$ cat src/rtl/gpio_debounce_pkg.sv
// Shared definitions for the GPIO debouncer.
// Contents:
//   cnt_width()    - width of the per-pin stability counter
//   presc_width()  - width of the shared sample-tick prescaler
//   params_legal() - parameter sanity check used at elaboration
//   pin_state_e    - per-pin debounce state (derived from s2 vs o_gpio)
package gpio_debounce_pkg;

    typedef enum logic {
        PinIdle,     // synchronized input matches debounced output
        PinPending   // input differs, counting stable ticks
    } pin_state_e;

    function automatic int unsigned cnt_width(input int unsigned nstable);
        return (nstable < 1) ? 1 : $clog2(nstable + 1);
    endfunction

    function automatic int unsigned presc_width(input int unsigned prescale);
        return (prescale <= 1) ? 1 : $clog2(prescale);
    endfunction

    function automatic bit params_legal(input int unsigned nin,
                                        input int unsigned prescale,
                                        input int unsigned nstable);
        return (nin >= 1) && (nin <= 16) && (prescale >= 1) && (nstable >= 1);
    endfunction

endpackage

$ cat src/rtl/gpio_debounce_pin.sv
// Single-pin debouncer: 2-FF synchronizer, stability counter and debounced register.
// Ports:
//   i_clk     - clock
//   i_reset   - asynchronous active-high reset
//   i_pin     - raw asynchronous pad
//   i_tick    - shared sample tick from the top-level prescaler
//   o_gpio    - debounced value
//   o_accept  - combinational: o_gpio takes the synchronized value at the next edge
module gpio_debounce_pin
    import gpio_debounce_pkg::*;
#(
    parameter int unsigned NSTABLE = 4,
    parameter bit          INITIAL = 1'b0
) (
    input  logic i_clk,
    input  logic i_reset,
    input  logic i_pin,
    input  logic i_tick,
    output logic o_gpio,
    output logic o_accept
);

    localparam int unsigned CW = cnt_width(NSTABLE);
    localparam logic [CW-1:0] CntLast = CW'(NSTABLE - 1);

    logic          s1_q, s2_q;
    logic          gpio_q, gpio_d;
    logic [CW-1:0] cnt_q, cnt_d;
    logic          accept;
    pin_state_e    state;

    always_comb begin
        cnt_d  = cnt_q;
        gpio_d = gpio_q;
        accept = 1'b0;
        state  = (s2_q == gpio_q) ? PinIdle : PinPending;
        unique case (state)
            // Any cycle of agreement cancels a partial count (glitch rejection).
            PinIdle: cnt_d = '0;
            PinPending: begin
                if (i_tick) begin
                    if (cnt_q == CntLast) begin
                        gpio_d = s2_q;
                        cnt_d  = '0;
                        accept = 1'b1;
                    end else if (cnt_q < CntLast) begin
                        cnt_d = cnt_q + CW'(1);
                    end
                end
            end
        endcase
    end

    always_ff @(posedge i_clk or posedge i_reset) begin
        if (i_reset) begin
            s1_q   <= INITIAL;
            s2_q   <= INITIAL;
            gpio_q <= INITIAL;
            cnt_q  <= '0;
        end else begin
            s1_q   <= i_pin;
            s2_q   <= s1_q;
            gpio_q <= gpio_d;
            cnt_q  <= cnt_d;
        end
    end

    assign o_gpio   = gpio_q;
    assign o_accept = accept;

endmodule

$ cat src/rtl/gpio_debounce.sv
// Multi-pin GPIO input debouncer with a shared sample prescaler.
// Each pin must differ from its debounced value for NSTABLE consecutive sample
// ticks before the change is accepted.
// Configuration macro: GPIO_DEBOUNCE_EDGE_EN enables per-pin o_rise/o_fall pulses;
// without it both outputs are tied to 0.
// Ports:
//   i_clk     - clock
//   i_reset   - asynchronous active-high reset
//   i_pin     - raw asynchronous pads [NIN]
//   o_gpio    - debounced values [NIN]
//   o_changed - one-cycle pulse when any o_gpio bit changes
//   o_rise    - per-pin 0->1 pulse, aligned with o_changed [NIN]
//   o_fall    - per-pin 1->0 pulse, aligned with o_changed [NIN]
module gpio_debounce
    import gpio_debounce_pkg::*;
#(
    parameter int unsigned    NIN      = 16,
    parameter int unsigned    PRESCALE = 1000,
    parameter int unsigned    NSTABLE  = 4,
    parameter logic [NIN-1:0] INITIAL  = '0
) (
    input  logic           i_clk,
    input  logic           i_reset,
    input  logic [NIN-1:0] i_pin,
    output logic [NIN-1:0] o_gpio,
    output logic           o_changed,
    output logic [NIN-1:0] o_rise,
    output logic [NIN-1:0] o_fall
);

    if (!params_legal(NIN, PRESCALE, NSTABLE)) begin : g_bad_params
        $error("gpio_debounce: illegal NIN/PRESCALE/NSTABLE");
    end

    localparam int unsigned PW = presc_width(PRESCALE);
    localparam logic [PW-1:0] PreLast = PW'(PRESCALE - 1);

    logic [PW-1:0]  pre_q, pre_d;
    logic           tick;
    logic [NIN-1:0] accept;
    logic [NIN-1:0] gpio;
    logic           changed_q;

    // With PRESCALE=1 the counter stays at 0 and tick is permanently high.
    always_comb begin
        tick  = (pre_q == PreLast);
        pre_d = tick ? '0 : pre_q + PW'(1);
    end

    always_ff @(posedge i_clk or posedge i_reset) begin
        if (i_reset) begin
            pre_q     <= '0;
            changed_q <= 1'b0;
        end else begin
            pre_q     <= pre_d;
            changed_q <= |accept;
        end
    end

    for (genvar i = 0; i < NIN; i++) begin : g_pin
        gpio_debounce_pin #(
            .NSTABLE (NSTABLE),
            .INITIAL (INITIAL[i])
        ) u_pin (
            .i_clk    (i_clk),
            .i_reset  (i_reset),
            .i_pin    (i_pin[i]),
            .i_tick   (tick),
            .o_gpio   (gpio[i]),
            .o_accept (accept[i])
        );
    end

`ifdef GPIO_DEBOUNCE_EDGE_EN
    logic [NIN-1:0] rise_q, fall_q;

    // An accepted pin always flips, so the old value alone gives the direction.
    always_ff @(posedge i_clk or posedge i_reset) begin
        if (i_reset) begin
            rise_q <= '0;
            fall_q <= '0;
        end else begin
            rise_q <= accept & ~gpio;
            fall_q <= accept & gpio;
        end
    end

    assign o_rise = rise_q;
    assign o_fall = fall_q;
`else
    assign o_rise = '0;
    assign o_fall = '0;
`endif

    assign o_gpio    = gpio;
    assign o_changed = changed_q;

endmodule
$ cat config.mk
export PLATFORM = sky130hd
export DESIGN_NAME = gpio_debounce
export DESIGN_NICKNAME = d
export VERILOG_FILES = /design/src/rtl/gpio_debounce_pkg.sv /design/src/rtl/gpio_debounce_pin.sv /design/src/rtl/gpio_debounce.sv
export SDC_FILE = /design/constraint.sdc
export NUM_CORES = 1
export LEC_CHECK = 0
export ABC_CLOCK_PERIOD_IN_PS = 4550
export BUFFER_PORTS_ARGS = -buffer_cell sky130_fd_sc_hd__buf_2
export CAP_MARGIN = 10
export CORE_UTILIZATION = 28
export CTS_BUF_LIST = sky130_fd_sc_hd__clkbuf_8
export DETAILED_ROUTE_END_ITERATION = 6
export PLACE_DENSITY = 0.42
export SYNTH_ARGS = -nofsm -noshare
export SYNTH_HDL_FRONTEND = slang
export SYNTH_HIERARCHICAL = 1
export SYNTH_SLANG_ARGS = --single-unit
$ cat constraint.sdc
create_clock -name i_clk -period 4.55 [get_ports i_clk]
set_clock_uncertainty 0.05 [all_clocks]
set_input_delay 0.6825 -clock i_clk [delete_from_list [all_inputs] [get_ports i_clk]]
set_output_delay 0.6825 -clock i_clk [all_outputs]
set_load 0.01 [all_outputs]
==> results.cfg <==
[status]
outcome = complete, no violations

[drt]
firstDrtPassIters = 4
drt_iter0_drc = 78
route.detailed.drc = 0
vias_per_cell = 4.16
wirelength_mm = 8.62
ant_nets = 0
avgRoutedWirePerCell_um = 11.5
dr_total_vias = 3111

[yosys]
synthCells = 469
syn_area_um2 = 5150
yosys.cell_types.count = 31
syn_avg_cell_area_um2 = 11.0
yosysSeqAreaShare_pct = 52.0
yosys_warnings = 6
synth.ff_latch_count = 107

[floorplan]
core.rowCount = 49
die_y_um = 138
die_area_um2 = 18900
ioPinCount = 67
start_util_pct = 28.6
coreArea_um2 = 18000
dieWidth_um = 138

[cts]
cts_resized = 0
clockRootBuffer = clkbuf_8
cts_tree = built
post_cts_buffers = 0
clock_path_buffers = 2
numClockSinks = 107
postCtsHoldBufs = 0
numCtsBuffers = 9
insertion_delay_ns = 0.38
htree_levels = 3
path_clk_slew_ns = 0.11

[timing]
min_period_over_period_pct = 63.8
fmaxAchievable_mhz = 345
setup_viol = 0
rsz0062_at_grt = false
slew_headroom_pct = 55.0
period_minus_slack_ns = 2.90
timing.setup.tns_ns = 0
setup_ws_ns = 1.65
maxSlewViolCount = 0
worstMarginPinSlew_ns = 0.676
hold_violations = 0

[place]
dp_hpwl_mm = 6.38
pre_cts_slack_ns = 1.61
port_buffers = 34
gp_congestion = 0.704

[worst_setup_path]
critical_path_class = flip-flop to flip-flop
endpoint_kind = flip-flop
worst_path_dominant_cell_family = simple AND/OR/NAND/NOR gates
path_cells = ha_1 -> nand2_2 -> nor4b_4 -> and3_1 -> buf_4 -> nor2b_4 -> nand2_2 -> mux2_4
cp.buffers_inverters = 1
critPathMaxStageDelay_ns = 0.65
critPathLaunchType = flip-flop
crit_fanout = 21
crit_path_frequent_cell = nand2_2
crit_arrival_ns = 3.11
crit_slowest_cell = and3_1
worst_ep_required_time_ns = 4.76

[global_routing]
grt_antenna_before_repair = 0
grt_first_pass_wirelength_mm = 14.5
grt_max_degree = 22
grt_usage_pct = 10.1
grt_overflow = 0
first_global_vias = 3034

[power]
report.power.total_mw = 1.61
max-vdd-ir-drop_mv = 0.122
powerDensity_nw_per_um2 = 284
power.leakage_nw = 2.63

[final_layout]
layout_commonest_cell = dfrtp_1
antenna-diode-count = 0
area_delta_synth_final_pct = 10.1
mostFrequentLayoutCells = dfrtp_1 (107), nand3_1 (35), inv_1 (35), buf_2 (34), a21oi_1 (33)
num-fill-cells = 1849
layout-drive-gt1-share_pct = 20.8
nets = 548

[min_path]
min_path_type = flip-flop to flip-flop

[job]
cap_violations = 0
-- cell families (layout without fill, tap and decap cells) --
logic type / count (synthesis) / count (layout) / synth area share, %
other: 1 / 32 / 0.0728
AO/OA/AOI/OAI: 56 / 56 / 5.86
multiplexers: 16 / 16 / 4.66
buffers and inverters: 67 / 85 / 7.36
flip-flops: 107 / 107 / 52.0
AND/OR/NAND/NOR: 184 / 184 / 22.4
adder cells (fa/ha/maj): 17 / 17 / 4.13
XOR/XNOR: 21 / 21 / 3.57
-- metal layers --
metal / GRT usage [%] / wire length [µm] / vias up
li1: - / - / 1563
met1: 13.5 / 4230 / 1486
met2: 15.1 / 3910 / 57
met3: 3.57 / 378 / 5
met4: 2.93 / 97 / 0
met5: 0 / 0 / -
-- worst paths after layout --
path / startpoint / slack [ns] / to / cells past startpoint
max: pre_q[0] / 1.65 / g_pin[14].u_pin/o_gpio / 8
min in group asynchronous: i_reset / 0.39 / g_pin[8].u_pin/cnt_q[2] / 2
max reg2reg: pre_q[0] / 1.65 / g_pin[14].u_pin/o_gpio / 8
max in group asynchronous: i_reset / 3.65 / pre_q[3] / 2
min reg2reg: g_pin[6].u_pin/s1_q / 0.30 / g_pin[6].u_pin/s2_q / 0
min: g_pin[6].u_pin/s1_q / 0.30 / g_pin[6].u_pin/s2_q / 0
-- cells in the mapped netlist --
cell type	count	area, µm²
dfrtp_1	107	2680
nand3_1	35	175
inv_1	34	128
a21oi_1	33	165
buf_4	32	240
nor2b_1	32	200
nand2b_1	31	194
nor2_1	19	71.3
xnor2_1	19	166
nand2_1	18	67.6
ha_1	17	213
nand2_2	17	106
o21ai_0	17	85.1
mux2_4	16	240
nor2b_4	15	206
nor4_1	5	31.3
nor2_2	4	25.0
a211o_1	2	17.5
and3_1	2	12.5
nor2b_2	2	17.5
xor2_1	2	17.5
a21oi_2	1	8.76
a311o_2	1	11.3
a31oi_1	1	6.26
buf_6	1	11.3
conb_1	1	3.75
nand3b_1	1	7.51
nand4_1	1	6.26
nor4b_4	1	23.8
o211ai_1	1	7.51
or2_2	1	6.26
-- report_power, final --
part	leakage (nW)	switching (mW)	internal, mW
sequential	1.41	0.00675	0.965
combinational	1.12	0.0433	0.0109
clock	0.101	0.332	0.254
total	2.63	0.382	1.23
-- stage by stage --
step                cell area (µm²)  cells  util [%]  hold WS (ns)
CTS                            5670    747      31.5         0.309
global route                   5670    747      31.5         0.313
global placement               5480    731      30.4         0.283
floorplan                      5270    500         -         0.281
detailed placement             5480    731      30.4         0.285
finish                         5670    747      31.5         0.305
-- sequential cells by signal (all words and copies together), names as in the netlist --
register,cells
g_pin.u_pin/o_gpio,16
g_pin.u_pin/s2_q,16
g_pin.u_pin/s1_q,16
o_changed,1
pre_q,10
g_pin.u_pin/cnt_q,48
-- final cells by class --
type	instances	area, µm²	area share [%]
Clock inverter	7	68.8	1.21
Sequential cell	107	2680	47.2
Inverter	34	128	2.25
Clock buffer	9	124	2.18
Tap cell	229	287	5.05
Multi-Input combinational cell	326	2210	39.0
Timing Repair Buffer	35	178	3.13
No activity file was read; power rests on OpenSTA's default activity.
